$ cat src/rtl/csr_counter_file_if.sv
// CSR access bus between the X stage (master) and csr_counter_file (slave).
// Read data and the illegal flag return one cycle after the strobe.
interface csr_counter_file_if #(parameter int DWIDTH = 32);
  logic              csr_we;
  logic              csr_re;
  logic [1:0]        csr_op;
  logic [11:0]       csr_addr;
  logic [DWIDTH-1:0] csr_wdata;
  logic [DWIDTH-1:0] csr_rdata;
  logic              csr_illegal;

  modport master (output csr_we, csr_re, csr_op, csr_addr, csr_wdata,
                  input  csr_rdata, csr_illegal);
  modport slave  (input  csr_we, csr_re, csr_op, csr_addr, csr_wdata,
                  output csr_rdata, csr_illegal);
endinterface

$ cat src/rtl/csr_counter_file.sv
// tohost, mcountinhibit, cycle/instret counters and optional event counters.
// Define CSR_HPM_EN to build the NUM_EVT hpmcounters and their inhibit bits.
module csr_counter_file #(
  parameter int DWIDTH    = 32,
  parameter int CNT_WIDTH = 64,
  parameter int NUM_EVT   = 4
) (
  input  logic                clk,
  input  logic                reset,
  csr_counter_file_if.slave   csr,
  input  logic                retire,
  input  logic                stall,
  input  logic [NUM_EVT-1:0]  event_i,
  input  logic                ctr_clear,
  output logic [DWIDTH-1:0]   tohost,
  output logic                tohost_valid
);
  localparam logic [11:0] A_TOHOST = 12'h51E;
  localparam logic [11:0] A_INH    = 12'h320;
  localparam logic [11:0] A_CYC    = 12'hC00;
  localparam logic [11:0] A_INS    = 12'hC02;
  localparam logic [11:0] A_EVT    = 12'hC03;
  localparam logic [11:0] HI       = 12'h080;
  localparam bit          HAS_HI   = CNT_WIDTH > DWIDTH;

  function automatic logic [DWIDTH-1:0] inh_mask();
    logic [DWIDTH-1:0] m;
    m    = '0;
    m[0] = 1'b1;
    m[2] = 1'b1;
`ifdef CSR_HPM_EN
    for (int i = 0; i < NUM_EVT; i++) m[3+i] = 1'b1;
`endif
    return m;
  endfunction

  localparam logic [DWIDTH-1:0] INH_MASK = inh_mask();

  // Shift rather than slice so CNT_WIDTH == DWIDTH elaborates to zero.
  function automatic logic [DWIDTH-1:0] hi_half(input logic [CNT_WIDTH-1:0] v);
    return DWIDTH'(v >> DWIDTH);
  endfunction

  logic [CNT_WIDTH-1:0] cycle_q, instret_q;
  logic [DWIDTH-1:0]    inhibit;
`ifdef CSR_HPM_EN
  logic [NUM_EVT-1:0][CNT_WIDTH-1:0] evt_q;
`else
  wire unused_evt = ^event_i;
`endif

  logic              mapped, ro, do_wr, wr_ok, illegal_n;
  logic [DWIDTH-1:0] old, wval;

  always_comb begin
    mapped = 1'b0;
    ro     = 1'b1;
    old    = '0;
    case (csr.csr_addr)
      A_TOHOST: begin mapped = 1'b1; ro = 1'b0; old = tohost; end
      A_INH:    begin mapped = 1'b1; ro = 1'b0; old = inhibit; end
      A_CYC:    begin mapped = 1'b1; old = cycle_q[DWIDTH-1:0]; end
      A_CYC | HI: begin mapped = HAS_HI; old = hi_half(cycle_q); end
      A_INS:    begin mapped = 1'b1; old = instret_q[DWIDTH-1:0]; end
      A_INS | HI: begin mapped = HAS_HI; old = hi_half(instret_q); end
      default: ;
    endcase
    // Event addresses stay mapped (reading 0) when the counters are not built.
    for (int i = 0; i < NUM_EVT; i++) begin
      if (csr.csr_addr == A_EVT + 12'(i)) begin
        mapped = 1'b1;
`ifdef CSR_HPM_EN
        old = evt_q[i][DWIDTH-1:0];
`endif
      end
      if (HAS_HI && csr.csr_addr == (A_EVT | HI) + 12'(i)) begin
        mapped = 1'b1;
`ifdef CSR_HPM_EN
        old = hi_half(evt_q[i]);
`endif
      end
    end

    case (csr.csr_op)
      2'b01:   wval = csr.csr_wdata;
      2'b10:   wval = old | csr.csr_wdata;
      2'b11:   wval = old & ~csr.csr_wdata;
      default: wval = old;
    endcase
    // RS/RC with a zero mask is a pure read.
    do_wr     = csr.csr_we && csr.csr_op != 2'b00 &&
                !(csr.csr_op[1] && csr.csr_wdata == '0);
    wr_ok     = do_wr && mapped && !ro;
    illegal_n = ((csr.csr_we || csr.csr_re) && !mapped) || (do_wr && mapped && ro);
  end

  always_ff @(posedge clk or posedge reset) begin
    if (reset) begin
      tohost          <= '0;
      tohost_valid    <= 1'b0;
      inhibit         <= '0;
      csr.csr_rdata   <= '0;
      csr.csr_illegal <= 1'b0;
      cycle_q         <= '0;
      instret_q       <= '0;
    end else begin
      tohost_valid    <= 1'b0;
      csr.csr_illegal <= illegal_n;
      if (csr.csr_we || csr.csr_re) csr.csr_rdata <= old;
      if (wr_ok && csr.csr_addr == A_TOHOST) begin
        tohost       <= wval;
        tohost_valid <= 1'b1;
      end
      if (wr_ok && csr.csr_addr == A_INH) inhibit <= wval & INH_MASK;

      if (ctr_clear)       cycle_q <= '0;
      else if (!inhibit[0]) cycle_q <= cycle_q + CNT_WIDTH'(1);
      if (ctr_clear)                            instret_q <= '0;
      else if (retire && !stall && !inhibit[2]) instret_q <= instret_q + CNT_WIDTH'(1);
    end
  end

`ifdef CSR_HPM_EN
  always_ff @(posedge clk or posedge reset) begin
    if (reset) begin
      evt_q <= '0;
    end else begin
      for (int i = 0; i < NUM_EVT; i++) begin
        if (ctr_clear)                                 evt_q[i] <= '0;
        else if (event_i[i] && !stall && !inhibit[3+i]) evt_q[i] <= evt_q[i] + CNT_WIDTH'(1);
      end
    end
  end
`endif
endmodule

$ cat src/flat_wrapper.sv
// flat-port wrapper written by rule: the top's interface ports become plain ports
module csr_counter_file_flat 
#(
  parameter int DWIDTH    = 32,
  parameter int CNT_WIDTH = 64,
  parameter int NUM_EVT   = 4
)
  (clk, reset, retire, stall, event_i, ctr_clear, tohost, tohost_valid, csr_csr_we, csr_csr_re, csr_csr_op, csr_csr_addr, csr_csr_wdata, csr_csr_rdata, csr_csr_illegal);
  csr_counter_file_if #(.DWIDTH(DWIDTH)) csr_i ();
  input  logic clk;
  input  logic reset;
  input  logic retire;
  input  logic stall;
  input  logic [NUM_EVT-1:0] event_i;
  input  logic ctr_clear;
  output logic [DWIDTH-1:0] tohost;
  output logic tohost_valid;
  input wire logic [$bits(csr_i.csr_we)-1:0] csr_csr_we;
  input wire logic [$bits(csr_i.csr_re)-1:0] csr_csr_re;
  input wire logic [$bits(csr_i.csr_op)-1:0] csr_csr_op;
  input wire logic [$bits(csr_i.csr_addr)-1:0] csr_csr_addr;
  input wire logic [$bits(csr_i.csr_wdata)-1:0] csr_csr_wdata;
  output wire logic [$bits(csr_i.csr_rdata)-1:0] csr_csr_rdata;
  output wire logic [$bits(csr_i.csr_illegal)-1:0] csr_csr_illegal;
  assign csr_i.csr_we = csr_csr_we;
  assign csr_i.csr_re = csr_csr_re;
  assign csr_i.csr_op = csr_csr_op;
  assign csr_i.csr_addr = csr_csr_addr;
  assign csr_i.csr_wdata = csr_csr_wdata;
  assign csr_csr_rdata = csr_i.csr_rdata;
  assign csr_csr_illegal = csr_i.csr_illegal;
  csr_counter_file #(.DWIDTH(DWIDTH), .CNT_WIDTH(CNT_WIDTH), .NUM_EVT(NUM_EVT)) u_core (.clk(clk), .reset(reset), .csr(csr_i), .retire(retire), .stall(stall), .event_i(event_i), .ctr_clear(ctr_clear), .tohost(tohost), .tohost_valid(tohost_valid));
endmodule
$ cat config.mk
export PLATFORM = sky130hd
export DESIGN_NAME = csr_counter_file_flat
export DESIGN_NICKNAME = d
export VERILOG_FILES = /design/src/rtl/csr_counter_file_if.sv /design/src/rtl/csr_counter_file.sv /design/src/flat_wrapper.sv
export SDC_FILE = /design/constraint.sdc
export NUM_CORES = 1
export LEC_CHECK = 0
export BUFFER_PORTS_ARGS = -buffer_cell sky130_fd_sc_hd__buf_2
export CELL_PAD_IN_SITES_DETAIL_PLACEMENT = 1
export CELL_PAD_IN_SITES_GLOBAL_PLACEMENT = 1
export CORE_MARGIN = 4
export CORE_UTILIZATION = 35
export DETAILED_ROUTE_END_ITERATION = 8
export PLACE_DENSITY = 0.76
export SLEW_MARGIN = 20
export SYNTH_ARGS = -nofsm -noshare
export SYNTH_HDL_FRONTEND = slang
export SYNTH_SLANG_ARGS = --single-unit
$ cat constraint.sdc
create_clock -name clk -period 8.6 [get_ports clk]
set_input_delay 0.86 -clock clk [delete_from_list [all_inputs] [get_ports clk]]
set_output_delay 0.86 -clock clk [all_outputs]
set_load 0.05 [all_outputs]
# Yosys cells after proc, flatten, opt, wreduce, memory -nomap -nowiden
# Index checks and enable logic that the tools add are counted.
# word_totals
out_inout_bits	66
elab_cells	69
register_bits	196
inputBits	57
# op_classes
n_eq_ne	18
n_reduce_logical	22
bitwise	3
mux	17
add_sub_neg	2
# op_table
op	count
64-bit 2-to-1 mux	4
32-bit one-hot mux with 6 select lines	1
12-bit == test, second input constant	12
64-bit by 1-bit adder with 64-bit output, second input constant	2
32-bit one-hot mux with 3 select lines	1
32-bit AND	1
32-bit zero test	1
32-bit NOT	1
32-bit bitwise OR	1
12-bit by 10-bit == test with 1-bit output, second input constant	1
12-bit by 11-bit == test with 1-bit output, second input constant	1
1-bit logical AND	11
1-bit 2-to-1 mux	11
6-bit OR reduction	1
2-bit == test, second input constant	2
1-bit zero test	4
2-bit nonzero test	2
2-bit by 1-bit == test with 1-bit output, second input constant	1
1-bit logical OR	2
2-bit != test, second input constant	1
2-bit OR reduction	1

# Longest topological paths before layout
# logic_depth
ltp_word	15
depth_mapped	9
depth_no_buf	6

# Worst setup path before layout
# No wires, ideal clock.
# synth_timing
kind	input to register
from	input port csr_csr_addr[7]
to	register u_core.tohost[1]
n_path_buf	3
t_arrival_ps	2735
setup_ps	125
path_stages	8
path_slack_ps	5740
cell_sequence	buf_6 > or4b_4 > nor4_4 > inv_2 > or2_1 > buf_6 > buf_6 > mux2_4
# synth_between
elab_chain_len	14
elab_cells_between_ends	32
classes_between	eq/ne: 14; mux: 11; bitwise: 2; reduce/logical: 5
# synth_lines
element	line_no	text
start, declared	flat_wrapper.sv:21	input wire logic [$bits(csr_i.csr_addr)-1:0] csr_csr_addr;
12-bit == test (tied with other cells)	csr_counter_file.sv:59	case (csr.csr_addr)
6-bit OR reduction (no source line)	-	
1-bit 2-to-1 mux	csr_counter_file.sv:59	
1-bit 2-to-1 mux	csr_counter_file.sv:70	if (csr.csr_addr == A_EVT + 12'(i)) begin
1-bit 2-to-1 mux	csr_counter_file.sv:76	if (HAS_HI && csr.csr_addr == (A_EVT | HI) + 12'(i)) begin
1-bit 2-to-1 mux	csr_counter_file.sv:70	
1-bit 2-to-1 mux	csr_counter_file.sv:76	
1-bit 2-to-1 mux	csr_counter_file.sv:70	
1-bit 2-to-1 mux	csr_counter_file.sv:76	
1-bit 2-to-1 mux	csr_counter_file.sv:70	
1-bit 2-to-1 mux	csr_counter_file.sv:76	
1-bit logical AND (2 in series)	csr_counter_file.sv:93	wr_ok = do_wr && mapped && !ro;
1-bit logical AND	csr_counter_file.sv:110	if (wr_ok && csr.csr_addr == A_TOHOST) begin
end signal, assigned	csr_counter_file.sv:111	tohost <= wval;
end, declared	csr_counter_file.sv:15	output logic [DWIDTH-1:0] tohost,
# Several ways; a longest one is shown, not always the timed one.
# A chain may end at the register's enable or synchronous reset.

# Worst setup path after layout
# layout_timing
from	input port csr_csr_op[1]
to	register u_core.tohost[23]
# layout_between
elab_chain_len	6
elab_cells_between_ends	12
classes_between	eq/ne: 3; mux: 1; reduce/logical: 8
# layout_lines
element	line_no	text
start, declared	flat_wrapper.sv:20	input wire logic [$bits(csr_i.csr_op)-1:0] csr_csr_op;
2-bit nonzero test or 1-bit logical AND (tied branches)	csr_counter_file.sv:91, csr_counter_file.sv:92	
1-bit logical AND or 1-bit zero test (tied branches)	csr_counter_file.sv:91, csr_counter_file.sv:92	
1-bit logical AND	csr_counter_file.sv:91	do_wr = csr.csr_we && csr.csr_op != 2'b00 &&
1-bit logical AND (2 in series)	csr_counter_file.sv:93	
1-bit logical AND	csr_counter_file.sv:110	
# Several ways; a longest one is shown, not always the timed one.

==> metrics.txt <==
Netlist Area Pre-Place=between 10,000 and 15,000 µm²; r2r endpoint=u_core.instret_q[60]; CTS sink count=196; Max Fanout on Critical Path=34; H-tree levels=4; Setup crit end kind=flip-flop; first-pass GRT wire length=between 60 and 70 mm; Post-CTS Resized=0; area grow syn2layout=12.60%; fin worst setup slack=4.839 ns; r2r worst-path depth=5; EDFF count, synth=0; global placer's final weighted congestion=between 0.9 and 1; worst-margin pin slew=1.137 ns; CTS buffer count=17; Leak=approximately 5.2 nW; Final Slew Violations=0; metal1 wirelength=between 15 and 20 mm; max-cap violations=0; DRT Pass-1 Iters=5; Worst slew margin=0.2351; register area=4905 µm²; Clock Tree Root=clkbuf_16; Synth Flop Type=dfrtp_1; WL met3=approximately 2.5 mm; WL/cell=roughly 24 µm; number of core rows=66; Worst Setup Start Kind=input pin; Final ANT Viol Nets=0; TNS Setup=0 ns; Net count, final=between 1,000 and 1,500; FILL cells=around 3,800; highest routed layer=met5; placed cell areas=12,560 µm²; CP arrival=4.09 ns; Starting Density=0.3565; Avg Cell Area, Syn=just over 9 µm²; Vias=~11,000; WS Path Type=input pin to flip-flop; reg2reg setup slack=around 5.5 ns; yosys warns=0; RSZ-0062 raised after global routing=no; vias in the first global route=10,780; clock tree buffer depth=2; Hold Vio Cnt, Final=0; P per Cell Area=approximately 150 nW/µm²; Critical Path End=u_core.tohost[23]; drt drc=0; Critical Path Source=csr_csr_op[1]; clk_lat worst skew=roughly 0.46 ns; Setup Viol. Count Final=0; WHS Path Cells=1; initial DRC count=between 900 and 1,000; core footprint=around 33,000 µm²; fin crit share=0.4373; WL final=42.17 mm; Seq/Total Area, Yosys=0.4207; library cells used by synthesis=68; Die Y=190.5 µm; Max Clock Skew=~0.019 ns; Peak Freq=approximately 270 MHz; status=finished, final reports clean; Vias/cell=a little over 6; post-synthesis register bit count=slightly below 200; final critical-path required period=around 3.8 ns; area of the multi-input gates=about 6300 µm²; postcts setup bufs=0; CTS tree=done; GRT overflow=0; initial antenna violation count=3; total track usage=0.2298; pre-CTS setup slack=4.439 ns; syn nets=roughly 1,300; Async SR Flop Fraction=1.000; worst vdd ir=around 0.00015 V; layout cells sized above 1=0.1770; hold-fix buffers at CTS=0; Finished Cell Area=around 13,000 µm²; pin count of the biggest net entering global routing=about 120; chip width=around 190 µm; # IOs=123; Hold/Removal Path Class=flip-flop to flip-flop; total die area=between 30,000 and 40,000 µm²; Worst-path clk slew=approximately 0.070 ns; met2 wire length=19.81 mm; Reg-to-Reg Start=u_core.instret_q[31]; Post-Synthesis Cells=between 1,000 and 1,500; post-DP HPWL=30.78 mm; WP data required=8.93 ns; worst hold margin=~0.51 ns; Final Power=about 1.9 mW; Port-buffer cells=roughly 120
==> layout make-up <==
type	instances	area share
inverter	26	0.008006
antenna	1	0.0001906
tap	442	0.04213
multi-input combinational	945	0.4818
timing repair buffer	129	0.05175
clock inverter	12	0.008483
clock buffer	20	0.03403
sequential	196	0.3736
==> worst max-delay path: stages <==
cell and delay, ns:
buf_2 0.80, nor4b_1 0.31, nand4_1 0.15, o31ai_2 0.32, buf_4 0.30, or2_1 0.58
buf_4 0.39, mux2_2 0.38
==> synthesized netlist by cell type, drive strengths merged, types with 6 or more instances <==
cell type / count / share of area
o31ai: 47 / 0.031
nand4: 53 / 0.028
mux2i: 21 / 0.018
mux2: 40 / 0.039
buf: 14 / 0.0069
nor3b: 6 / 0.0043
and4: 12 / 0.0090
o31a: 6 / 0.0045
o2bb2ai: 6 / 0.0045
dfrtp: 196 / 0.42
or2: 7 / 0.0038
and3: 17 / 0.0091
nor2: 122 / 0.039
nand3: 47 / 0.020
mux4: 12 / 0.023
xor2: 21 / 0.016
a22oi: 29 / 0.019
or4: 50 / 0.033
inv: 26 / 0.0084
nor4: 36 / 0.022
nor3: 25 / 0.011
o21ai: 27 / 0.012
nor2b: 9 / 0.0048
and2: 14 / 0.0075
a21oi: 87 / 0.037
or3: 18 / 0.0097
clkbuf: 67 / 0.022
xnor2: 70 / 0.053
a211oi: 7 / 0.0045
a22o: 11 / 0.0083
nand2: 87 / 0.028
==> cell families after synthesis <==
family / Yosys count / share of synthesized area
XOR/XNOR: 91 / 0.06836
multiplexers: 73 / 0.08017
AND/OR/NAND/NOR: 527 / 0.2486
AO/OA/AOI/OAI: 252 / 0.1433
adder cells (fa/ha/maj): 2 / 0.002146
buffers and inverters: 107 / 0.03681
flip-flops: 196 / 0.4207
==> sequential cells by signal (all words and copies together) (netlist names) <==
| signal | flops |
|---|---|
| u_core.cycle_q | 64 |
| u_core.instret_q | 64 |
| u_core.csr.csr_rdata | 32 |
| u_core.tohost | 32 |
| u_core.inhibit | 2 |
| u_core.csr.csr_illegal | 1 |
| u_core.tohost_valid | 1 |
==> layer usage <==
| metal | global-route usage | up-vias |
|---|---|---|
| met4 | 0.06271 | 6 |
| met2 | 0.3720 | 374 |
| met1 | 0.3204 | 5594 |
| li1 | - | 4805 |
| met3 | 0.03808 | 65 |
| met5 | 0 | - |
==> power breakdown <==
| part | switching (mW) | leakage [nW] | total [mW] | internal, mW |
|---|---|---|---|---|
| clock | 0.399 | 0.272 | 0.790 | 0.391 |
| sequential | 0.00872 | 2.71 | 0.940 | 0.931 |
| combinational | 0.133 | 2.24 | 0.185 | 0.0522 |
==> how the worst min path moves through the flow <==
| stage | startpoint | to | slack, ns |
|---|---|---|---|
| global placement | u_core.csr.csr_rdata[7] | u_core.csr.csr_rdata[7] | 0.49 |
| detailed placement | u_core.csr.csr_rdata[7] | u_core.csr.csr_rdata[7] | 0.50 |
| floorplan | u_core.instret_q[63] | u_core.instret_q[63] | 0.51 |
| finish | u_core.csr.csr_rdata[7] | u_core.csr.csr_rdata[7] | 0.51 |
| global route | u_core.csr.csr_rdata[7] | u_core.csr.csr_rdata[7] | 0.53 |
| CTS | u_core.csr.csr_rdata[7] | u_core.csr.csr_rdata[7] | 0.52 |
==> layout by cell type (no fill, tap or decap), types with 5 or more instances in the layout <==
master / count
or4_1: 49
and2_1: 14
o31a_1: 6
a211oi_1: 7
and3_1: 17
xnor2_1: 70
nor4_1: 33
xor2_1: 21
a31oi_1: 5
and4_1: 12
a22oi_1: 29
nand4_1: 53
buf_2: 117
nor3b_1: 5
nor3_1: 24
a21oi_1: 87
mux2_2: 39
o31ai_1: 46
nand2_1: 87
mux4_2: 12
nand2b_1: 5
buf_4: 11
inv_1: 24
or2_2: 6
clkbuf_16: 17
o2bb2ai_1: 6
mux2i_1: 21
nor2b_1: 9
nor2_1: 122
or3_1: 18
inv_6: 5
o21ai_0: 26
a22o_1: 11
dfrtp_1: 196
nand3_1: 47
==> metrics by stage <==
stage / std cells / util
after floorplan: 1248 / -
after detailed placement: 1738 / 0.3842
after global placement: 1738 / 0.3842
after CTS: 1770 / 0.4012
final: 1771 / 0.4014
after global routing: 1770 / 0.4014
Power figures use the tool's default switching activity.
